[src/rtl/swizzle_delay_pkg.sv]
// Shared constants and helpers for the swizzle delay unit.
//   DefWidth / DefChannels / DefDepth : default payload width, channel count, lane depth
//   count_width() : bits needed to hold an occupancy of 0..depth
//   route()       : output channel fed by a given input channel
package swizzle_delay_pkg;

  localparam int unsigned DefWidth    = 5;
  localparam int unsigned DefChannels = 2;
  localparam int unsigned DefDepth    = 3;

  function automatic int unsigned count_width(int unsigned depth);
    return $clog2(depth + 1);
  endfunction

  function automatic int unsigned route(int unsigned idx, int unsigned channels, bit reverse);
    return reverse ? (channels - 1 - idx) : idx;
  endfunction

endpackage

[src/rtl/swizzle_delay_unit_if.sv]
// Ready/valid bus bundle for the swizzle delay unit.
//   I_data/I_valid/I_ready : per-channel input side, channel i at [i*WIDTH +: WIDTH]
//   O_data/O_valid/O_ready : per-channel output side, same packing
//   slave  : the delay unit's view
//   master : the producer/consumer view
interface swizzle_delay_unit_if
  import swizzle_delay_pkg::*;
#(
  parameter int unsigned WIDTH    = DefWidth,
  parameter int unsigned CHANNELS = DefChannels
);

  logic [CHANNELS*WIDTH-1:0] I_data;
  logic [CHANNELS-1:0]       I_valid;
  logic [CHANNELS-1:0]       I_ready;
  logic [CHANNELS*WIDTH-1:0] O_data;
  logic [CHANNELS-1:0]       O_valid;
  logic [CHANNELS-1:0]       O_ready;

  modport slave (
    input  I_data, I_valid, O_ready,
    output I_ready, O_data, O_valid
  );

  modport master (
    output I_data, I_valid, O_ready,
    input  I_ready, O_data, O_valid
  );

endinterface

[src/rtl/delay_lane.sv]
// Single-channel elastic pipeline of DEPTH stages with bubble collapse.
//   clk_i, rst_i (sync, active high), flush_i (sync discard)
//   in_data_i/in_valid_i/in_ready_o    : upstream handshake
//   out_data_o/out_valid_o/out_ready_i : downstream handshake, driven from the last stage
//   count_o : number of occupied stages
//   busy_o  : any stage occupied
module delay_lane
  import swizzle_delay_pkg::*;
#(
  parameter int unsigned WIDTH = DefWidth,
  parameter int unsigned DEPTH = DefDepth
) (
  input  logic                          clk_i,
  input  logic                          rst_i,
  input  logic                          flush_i,
  input  logic [WIDTH-1:0]              in_data_i,
  input  logic                          in_valid_i,
  output logic                          in_ready_o,
  output logic [WIDTH-1:0]              out_data_o,
  output logic                          out_valid_o,
  input  logic                          out_ready_i,
  output logic [count_width(DEPTH)-1:0] count_o,
  output logic                          busy_o
);

  localparam int unsigned CW = count_width(DEPTH);

  logic [DEPTH-1:0] valid_q, valid_d, adv;
  logic [WIDTH-1:0] data_q [DEPTH];
  logic [WIDTH-1:0] data_d [DEPTH];
  logic [CW-1:0]    count_q, count_d;
  logic             accept, drain;

  // adv[k]: stage k hands its beat downstream this cycle. A stage may move when the
  // stage after it is empty or is itself moving, so the chain resolves from the output back.
  always_comb begin
    logic down_free;
    adv       = '0;
    down_free = out_ready_i;
    for (int k = DEPTH - 1; k >= 0; k--) begin
      adv[k]    = valid_q[k] & down_free;
      down_free = ~valid_q[k] | adv[k];
    end
  end

  assign in_ready_o  = (~valid_q[0] | adv[0]) & ~flush_i & ~rst_i;
  assign accept      = in_valid_i & in_ready_o;
  assign drain       = adv[DEPTH-1] & ~rst_i;
  // Masked during reset so a beat discarded by reset is never seen as delivered.
  assign out_valid_o = valid_q[DEPTH-1] & ~rst_i;
  assign out_data_o  = data_q[DEPTH-1];
  assign count_o     = count_q;
  assign busy_o      = |valid_q;

  always_comb begin
    logic             take;
    logic [WIDTH-1:0] src;
    take = accept;
    src  = in_data_i;
    for (int k = 0; k < DEPTH; k++) begin
      valid_d[k] = (valid_q[k] & ~adv[k]) | take;
      data_d[k]  = take ? src : data_q[k];
      take       = adv[k];
      src        = data_q[k];
    end
    if (flush_i) valid_d = '0;
  end

  always_comb begin
    count_d = count_q;
    if (flush_i) begin
      count_d = '0;
    end else if (accept && !drain) begin
      count_d = count_q + CW'(1);
    end else if (drain && !accept) begin
      count_d = count_q - CW'(1);
    end
  end

  always_ff @(posedge clk_i) begin
    if (rst_i) begin
      valid_q <= '0;
      count_q <= '0;
    end else begin
      valid_q <= valid_d;
      count_q <= count_d;
    end
  end

  // Payload registers carry no reset: the valid bits alone decide what is live.
  always_ff @(posedge clk_i) begin
    for (int k = 0; k < DEPTH; k++) begin
      data_q[k] <= data_d[k];
    end
  end

endmodule

[src/rtl/swizzle_delay_unit.sv]
// Multi-channel delay unit: one independent delay_lane per channel, with input channel i
// routed to output channel CHANNELS-1-i (REVERSE=1) or i (REVERSE=0).
//   CLK, RESET (sync, active high), FLUSH (sync discard of in-flight beats)
//   bus     : ready/valid bundle (slave side)
//   O_count : per-output-channel occupancy, count_width(DEPTH) bits each
//   BUSY    : any stage of any lane occupied
module swizzle_delay_unit
  import swizzle_delay_pkg::*;
#(
  parameter int unsigned WIDTH    = DefWidth,
  parameter int unsigned CHANNELS = DefChannels,
  parameter int unsigned DEPTH    = DefDepth,
  parameter int unsigned REVERSE  = 1
) (
  input  logic                                   CLK,
  input  logic                                   RESET,
  input  logic                                   FLUSH,
  swizzle_delay_unit_if.slave                    bus,
  output logic [CHANNELS*count_width(DEPTH)-1:0] O_count,
  output logic                                   BUSY
);

  localparam int unsigned CW = count_width(DEPTH);

  logic [CHANNELS-1:0] lane_busy;

  for (genvar i = 0; i < CHANNELS; i++) begin : g_lane
    localparam int unsigned OutIdx = route(i, CHANNELS, REVERSE != 0);

    delay_lane #(
      .WIDTH (WIDTH),
      .DEPTH (DEPTH)
    ) u_lane (
      .clk_i       (CLK),
      .rst_i       (RESET),
      .flush_i     (FLUSH),
      .in_data_i   (bus.I_data[i*WIDTH +: WIDTH]),
      .in_valid_i  (bus.I_valid[i]),
      .in_ready_o  (bus.I_ready[i]),
      .out_data_o  (bus.O_data[OutIdx*WIDTH +: WIDTH]),
      .out_valid_o (bus.O_valid[OutIdx]),
      .out_ready_i (bus.O_ready[OutIdx]),
      .count_o     (O_count[OutIdx*CW +: CW]),
      .busy_o      (lane_busy[i])
    );
  end

  assign BUSY = |lane_busy;

endmodule
[src/flat_wrapper.sv]
// flat-port wrapper written by rule: the top's interface ports become plain ports
module swizzle_delay_unit_flat import swizzle_delay_pkg::*;
#(
  parameter int unsigned WIDTH    = DefWidth,
  parameter int unsigned CHANNELS = DefChannels,
  parameter int unsigned DEPTH    = DefDepth,
  parameter int unsigned REVERSE  = 1
)
  (CLK, RESET, FLUSH, O_count, BUSY, bus_I_data, bus_I_valid, bus_O_ready, bus_I_ready, bus_O_data, bus_O_valid);
  swizzle_delay_unit_if #(.WIDTH(WIDTH), .CHANNELS(CHANNELS)) bus_i ();
  input  logic CLK;
  input  logic RESET;
  input  logic FLUSH;
  output logic [CHANNELS*count_width(DEPTH)-1:0] O_count;
  output logic BUSY;
  input wire logic [$bits(bus_i.I_data)-1:0] bus_I_data;
  input wire logic [$bits(bus_i.I_valid)-1:0] bus_I_valid;
  input wire logic [$bits(bus_i.O_ready)-1:0] bus_O_ready;
  output wire logic [$bits(bus_i.I_ready)-1:0] bus_I_ready;
  output wire logic [$bits(bus_i.O_data)-1:0] bus_O_data;
  output wire logic [$bits(bus_i.O_valid)-1:0] bus_O_valid;
  assign bus_i.I_data = bus_I_data;
  assign bus_i.I_valid = bus_I_valid;
  assign bus_i.O_ready = bus_O_ready;
  assign bus_I_ready = bus_i.I_ready;
  assign bus_O_data = bus_i.O_data;
  assign bus_O_valid = bus_i.O_valid;
  swizzle_delay_unit #(.WIDTH(WIDTH), .CHANNELS(CHANNELS), .DEPTH(DEPTH), .REVERSE(REVERSE)) u_core (.CLK(CLK), .RESET(RESET), .FLUSH(FLUSH), .bus(bus_i), .O_count(O_count), .BUSY(BUSY));
endmodule
[config.mk]
export PLATFORM = sky130hd
export DESIGN_NAME = swizzle_delay_unit_flat
export DESIGN_NICKNAME = d
export VERILOG_FILES = /design/src/rtl/swizzle_delay_pkg.sv /design/src/rtl/swizzle_delay_unit_if.sv /design/src/rtl/delay_lane.sv /design/src/rtl/swizzle_delay_unit.sv /design/src/flat_wrapper.sv
export SDC_FILE = /design/constraint.sdc
export NUM_CORES = 1
export LEC_CHECK = 0
export CAP_MARGIN = 20
export CORE_MARGIN = 2
export CORE_UTILIZATION = 33
export DETAILED_ROUTE_END_ITERATION = 8
export PLACE_DENSITY = 0.61
export SYNTH_ARGS = -nofsm -noshare
export SYNTH_HDL_FRONTEND = slang
export SYNTH_HIERARCHICAL = 1
export SYNTH_SLANG_ARGS = --single-unit
[constraint.sdc]
create_clock -name CLK -period 2.3 [get_ports CLK]
set_clock_uncertainty 0.05 [all_clocks]
set_input_delay 0.575 -clock CLK [delete_from_list [all_inputs] [get_ports CLK]]
set_output_delay 0.575 -clock CLK [all_outputs]
set_load 0.01 [all_outputs]
==> results.py, run 1 <==
metrics = {
    "clock_network": {
        "cts_buffers": 5,
        "clk_pin_slew_ns": 0.07,
        "hold_buffers": 0,
        "htreeDepth": 2,
        "root_buffer": "clkbuf_8",
        "cts_num_sinks": 40,
        "clock_latency_ns": 0.28,
        "cts_tree": "yes",
        "post_cts_buffers": 0,
        "ctsLongestPathBuffers": 2,
    },
    "sta": {
        "max_freq_mhz": 446.8,
        "rsz0062_at_grt": "false",
        "slew_viol_final": 0,
        "finalCritPeriodShare": 0.9731,
        "hold_viol": 0,
        "slew_headroom": 0.7089,
        "fin_crit_ns": 2.238,
        "timing.hold.ws_ns": 0.3711,
        "finalSetupViolCount": 0,
        "worstMarginPinSlew_ns": 0.4357,
    },
    "power": {
        "p_int_mw": 1.050,
        "p_comb_frac": 0.066,
        "p_sw_frac": 0.1935,
        "fin_total_pwr_mw": 1.302,
        "power_frac_clock": 0.324,
        "power.leakage_nw": 0.7376,
        "switchingPower_mw": 0.2518,
        "p_per_area_nw_per_um2": 646.9,
        "ir_drop_mv": 0.2170,
        "seqPwrFrac": 0.610,
    },
    "grt": {
        "grt_pass1_wl_um": 4153,
        "gr-usage-all-layers": 0.1094,
        "grt_pass1_vias": 879,
        "grt_max_degree": 13,
        "grt_overflow": 0,
        "antenna_found_initial": 0,
    },
    "placed_design": {
        "dpl.hpwl_um": 1809,
        "io_buffers": 35,
        "gp_congestion": 0.7385,
        "placed_cells": 185,
        "postPlaceCellArea_um2": 1938,
    },
    "setup_path": {
        "r2r_slack_ns": 0.52,
        "path_class": "input pin to output port",
        "worstRegToRegCells": 6,
        "reg2reg_from": "u_core/g_lane[0].u_lane/valid_q[2]$_SDFF_PP0_",
        "path_max_fanout": 12,
        "crit_required_ns": 1.67,
        "start_kind": "input pin",
        "reg2reg_to": "u_core/g_lane[0].u_lane/count_o[1]$_SDFFE_PP0P_",
        "crit_arrival_ns": 1.61,
        "crit_path_end_kind": "output port",
        "startpoint": "RESET",
        "worstSetupEndpoint": "bus_I_ready[1]",
    },
    "cells_and_area": {
        "area_growth_syn_to_layout_pct": 35.47,
        "fin_area_um2": 2012,
        "fin_cells": 193,
        "drive_above_1_share": 0.1986,
        "fin_nets": 159,
        "post-route-util": 0.4621,
        "n_antenna_cell": 0,
    },
    "routing": {
        "dr.pass1.iters": 4,
        "vias": 865,
        "final_antenna_net_count": 0,
        "drc": 0,
        "drtIter0Drc": 85,
        "viasPerCell": 4.482,
        "drt-total-wl_um": 2443,
        "wl_per_cell_um": 12.66,
    },
    "die": {
        "start_util": 0.3411,
        "die-height_um": 71.09,
        "die_area_um2": 5053,
        "ios": 36,
        "die_w_um": 71.09,
        "rows": 24,
        "core_um2": 4354,
    },
    "yosys": {
        "yosysWarnings": 6,
        "seq_area_frac_synth": 0.7414,
        "ys.flop_type": "edfxtp_1",
        "synthTopCellsByArea": "edfxtp_1 61%, dfxtp_1 13%, buf_4 5.1%, xor2_1 2.4%, nor3_1 2.0%",
        "synthCells": 93,
        "synth_top_cell_by_area": "edfxtp_1",
        "synth.top_cells.by_count": "30 x edfxtp_1, 10 x buf_4, 10 x dfxtp_1, 6 x nor3_1",
        "synth-seq-cells": 40,
        "synth_area_um2": 1485,
        "synth-edff-count": 30,
        "yosysMostFrequentCell": "edfxtp_1",
        "async_flop_share": 0,
        "synth.distinct_cells": 20,
        "postSynthNetCount": 112,
        "avgSynthCellArea_um2": 15.97,
        "yosys.area.top_type_share": 0.6066,
    },
    "flow_run": {
        "cap_viol_max_count": 0,
    },
    "run_status": {
        "outcome": "finished, final reports clean",
    },
    "min_path": {
        "hp-class": "register to register",
    },
}
-- sequential cells by signal, summed over array words and instances, names as in the netlist --
register / count
u_core/g_lane.u_lane/count_o: 4
u_core/g_lane.u_lane/data_q: 30
u_core/g_lane.u_lane/valid_q: 6
-- final cells by class --
class,instances,area [µm²]
clock buffer,7,76.32
fill,372,2342
sequential,40,1101
clock inverter,1,3.754
multi-input combinational,43,314.1
timing repair buffer,50,451.7
tap,52,65.06
-- worst max-delay path, cell delays in order --
cell and delay (ns):
clkdlybuf4s50_1 0.39, buf_4 0.18, a311oi_2 0.28, buf_2 0.18
-- routing by layer --
metal | global-route usage | share of wire | vias up
met1 | 0.1327 | 0.43 | 402
met2 | 0.1776 | 0.49 | 28
met5 | 0 | 0 | -
li1 | - | - | 428
met3 | 0.03134 | 0.051 | 7
met4 | 0.05660 | 0.023 | 0
-- how the worst min path moves through the flow --
stage                     cells past startpoint                                               to                                      startpoint  slack (ns)
final                                         0  u_core/g_lane[0].u_lane/data_q[0][13]$_DFFE_PP_  u_core/g_lane[0].u_lane/data_q[0][8]$_DFFE_PP_        0.37
after global routing                          0   u_core/g_lane[0].u_lane/data_q[0][8]$_DFFE_PP_  u_core/g_lane[0].u_lane/data_q[0][3]$_DFFE_PP_        0.37
after CTS                                     0  u_core/g_lane[0].u_lane/data_q[0][13]$_DFFE_PP_  u_core/g_lane[0].u_lane/data_q[0][8]$_DFFE_PP_        0.37
after detailed placement                      0  u_core/g_lane[0].u_lane/data_q[0][13]$_DFFE_PP_  u_core/g_lane[0].u_lane/data_q[0][8]$_DFFE_PP_        0.35
after global placement                        0  u_core/g_lane[1].u_lane/data_q[0][11]$_DFFE_PP_  u_core/g_lane[1].u_lane/data_q[0][6]$_DFFE_PP_        0.35
after floorplan                               0  u_core/g_lane[0].u_lane/data_q[0][10]$_DFFE_PP_  u_core/g_lane[0].u_lane/data_q[0][5]$_DFFE_PP_        0.35
-- timing repair --
action / 4_1_cts / 5_1_grt
setup endpoints to repair: 5 / 3
pin swaps: 0 / 0
gates resized for setup: 11 / 3
-- stage by stage --
stage	setup WS [ns]	TNS [ns]
4_1_cts	0.04654	0
3_3_place_gp	-0.3680	-1.714
2_1_floorplan	0.1800	0
5_1_grt	0.001239	0
3_5_place_dp	-0.3696	-1.925
6_report	0.06196	0
-- cell usage in the layout, fill, tap and decap left out, drive strengths merged, types with 3 or more instances in the layout --
| cell type | instances |
|---|---|
| buf | 17 |
| dlygate4sd2 | 3 |
| edfxtp | 30 |
| clkbuf | 7 |
| or3 | 4 |
| clkdlybuf4s50 | 29 |
| nor3 | 6 |
| dfxtp | 10 |
| xor2 | 4 |
| nor2b | 6 |
| a21boi | 4 |
-- cells by family after synthesis --
kind of cell,share of synthesized area
and+or+nand+nor,0.09520
DFF,0.7414
AOI/OAI and AO/OA,0.07244
adders and majority gates,0.01685
xor gates and xnor gates,0.02359
buffers and inverters,0.05055
-- power by group through the flow --
stage	Clock, mW	Sequential, mW	Combinational (mW)
2_1_floorplan	0	0.810	0.0250
3_5_place_dp	0	0.810	0.0889
5_1_grt	0.474	0.795	0.0936
6_report	0.422	0.794	0.0856
3_3_place_gp	0	0.809	0.0864
4_1_cts	0.440	0.794	0.0864
Note: power is estimated with default switching activity, not from simulation.
==> run 2, diff against run 1 <==
- CTS_CLUSTER_DIAMETER: default -> 60
- SETUP_SLACK_MARGIN: default -> 0.05
==> run 2 against run 1 <==
Sequential cell count unchanged. Clock power about the same. Hold slack got worse by 0.0011 ns. Global-route usage about the same. Die area unchanged. Register-to-register slack about the same. Non-clock buffer count unchanged. Combinational power increased by 0.5%. Total power about the same. Critical endpoint unchanged.
==> results.py, run 2 (synthesized netlist as in run 1, its figures left out) <==
metrics = {
    "grt": {
        "grt_pass1_vias": 880,
        "grt_overflow": 0,
        "grt_max_degree": 13,
        "gr-usage-all-layers": 0.1097,
        "grt_pass1_wl_um": 4167,
        "antenna_found_initial": 0,
    },
    "setup_path": {
        "r2r_slack_ns": 0.52,
        "worstSetupEndpoint": "bus_I_ready[1]",
        "startpoint": "FLUSH",
        "path_class": "input pin to output port",
        "reg2reg_to": "u_core/g_lane[0].u_lane/count_o[1]$_SDFFE_PP0P_",
        "worstRegToRegCells": 6,
        "reg2reg_from": "u_core/g_lane[0].u_lane/valid_q[2]$_SDFF_PP0_",
        "path_max_fanout": 8,
        "crit_arrival_ns": 1.58,
        "crit_path_end_kind": "output port",
        "start_kind": "input pin",
        "crit_required_ns": 1.67,
    },
    "cells_and_area": {
        "drive_above_1_share": 0.2199,
        "fin_nets": 159,
        "fin_area_um2": 2012,
        "mostFrequentLayoutCells": "30 x edfxtp_1, 28 x clkdlybuf4s50_1, 14 x buf_4",
        "largest_reg_flops": 30,
        "area_growth_syn_to_layout_pct": 35.47,
        "fillers": 374,
        "largest_register": "u_core/g_lane.u_lane/data_q",
        "layout_commonest_cell": "edfxtp_1",
        "n_antenna_cell": 0,
    },
    "routing": {
        "route.met2.wl_um": 1231,
        "wl_per_cell_um": 12.60,
        "drc": 0,
        "highest_layer": "met4",
        "drt-total-wl_um": 2432,
        "drtIter0Drc": 87,
        "dr.pass1.iters": 4,
        "vias": 867,
        "final_antenna_net_count": 0,
        "viasPerCell": 4.492,
        "met1_length_um": 1019,
        "met3_length_um": 124,
    },
    "power": {
        "power.leakage_nw": 0.7304,
        "p_per_area_nw_per_um2": 646.8,
        "ir_drop_mv": 0.2167,
    },
    "sta": {
        "slew_headroom": 0.7128,
        "slew_viol_final": 0,
        "finalCritPeriodShare": 0.9573,
        "rsz0062_at_grt": "false",
        "hold_viol": 0,
        "max_freq_mhz": 454.2,
        "worstMarginPinSlew_ns": 0.4299,
        "finalSetupViolCount": 0,
        "fin_crit_ns": 2.202,
        "tns_ns": 0,
        "timing.hold.ws_ns": 0.3701,
    },
    "clock_network": {
        "cts_buffers": 5,
        "root_buffer": "clkbuf_8",
        "ctsLongestPathBuffers": 2,
        "clk_pin_slew_ns": 0.07,
        "hold_buffers": 0,
        "htreeDepth": 2,
        "clock_latency_ns": 0.28,
        "cts_num_sinks": 40,
        "cts_tree": "yes",
    },
    "die": {
        "die_w_um": 71.09,
        "ios": 36,
        "die-height_um": 71.09,
        "rows": 24,
        "die_area_um2": 5053,
        "start_util": 0.3411,
        "core_um2": 4354,
    },
    "placed_design": {
        "dpl.hpwl_um": 1809,
        "io_buffers": 35,
        "gp_congestion": 0.7385,
        "postPlaceCellArea_um2": 1938,
    },
    "min_path": {
        "hp-class": "register to register",
        "min-delay-start": "u_core/g_lane[0].u_lane/data_q[0][8]$_DFFE_PP_",
    },
    "flow_run": {
        "cap_viol_max_count": 0,
    },
    "run_status": {
        "outcome": "finished, final reports clean",
    },
}
## run 2: per-stage QoR
stage	worst slack [ns]	power, mW	cells	util
6_report	0.09819	1.301	193	0.4621
4_1_cts	0.06966	1.320	193	0.4603
5_1_grt	0.05000	1.363	193	0.4621
3_3_place_gp	-0.3680	0.8955	185	0.4451
3_5_place_dp	-0.3696	0.8990	185	0.4451
2_1_floorplan	0.1800	0.8346	93	-
## run 2: timing repair
action | 4_1_cts | 5_1_grt
resized for setup | 14 | 6
cloned | 0 | 0
buffers inserted | 0 | 0
pin swaps | 0 | 2
endpoints found under the setup margin | 5 | 6
## run 2: area by class of cell
type	count	area [µm²]	area share
tap	52	65.06	0.03234
clock inverter	1	3.754	0.001866
sequential	40	1101	0.5473
timing repair buffer	50	446.7	0.2220
clock buffer	7	76.32	0.03794
multi-input combinational	43	319.1	0.1586
## run 2: layer usage
| metal | up-vias | track usage |
|---|---|---|
| met5 | - | 0 |
| met4 | 0 | 0.05660 |
| met3 | 7 | 0.03134 |
| met2 | 28 | 0.1786 |
| met1 | 402 | 0.1327 |
| li1 | 430 | - |
## run 2: worst max-delay path, cell delays in order
cell	delay [ns]
clkdlybuf4s50_1	0.41
buf_6	0.14
a311oi_2	0.27
buf_2	0.18
## run 2: how the worst min path moves through the flow
stage,to,slack (ns),cells after the start
after CTS,u_core/g_lane[0].u_lane/data_q[0][13]$_DFFE_PP_,0.37,0
after floorplan,u_core/g_lane[0].u_lane/data_q[0][10]$_DFFE_PP_,0.35,0
after detailed placement,u_core/g_lane[0].u_lane/data_q[0][13]$_DFFE_PP_,0.35,0
after global routing,u_core/g_lane[0].u_lane/data_q[0][8]$_DFFE_PP_,0.37,0
after global placement,u_core/g_lane[1].u_lane/data_q[0][11]$_DFFE_PP_,0.35,0
final,u_core/g_lane[0].u_lane/data_q[0][13]$_DFFE_PP_,0.37,0
## run 2: report_power, final
| group | switching [mW] | internal, mW |
|---|---|---|
| combinational | 0.0350 | 0.0510 |
| sequential | 0.00620 | 0.788 |
| clock | 0.210 | 0.211 |
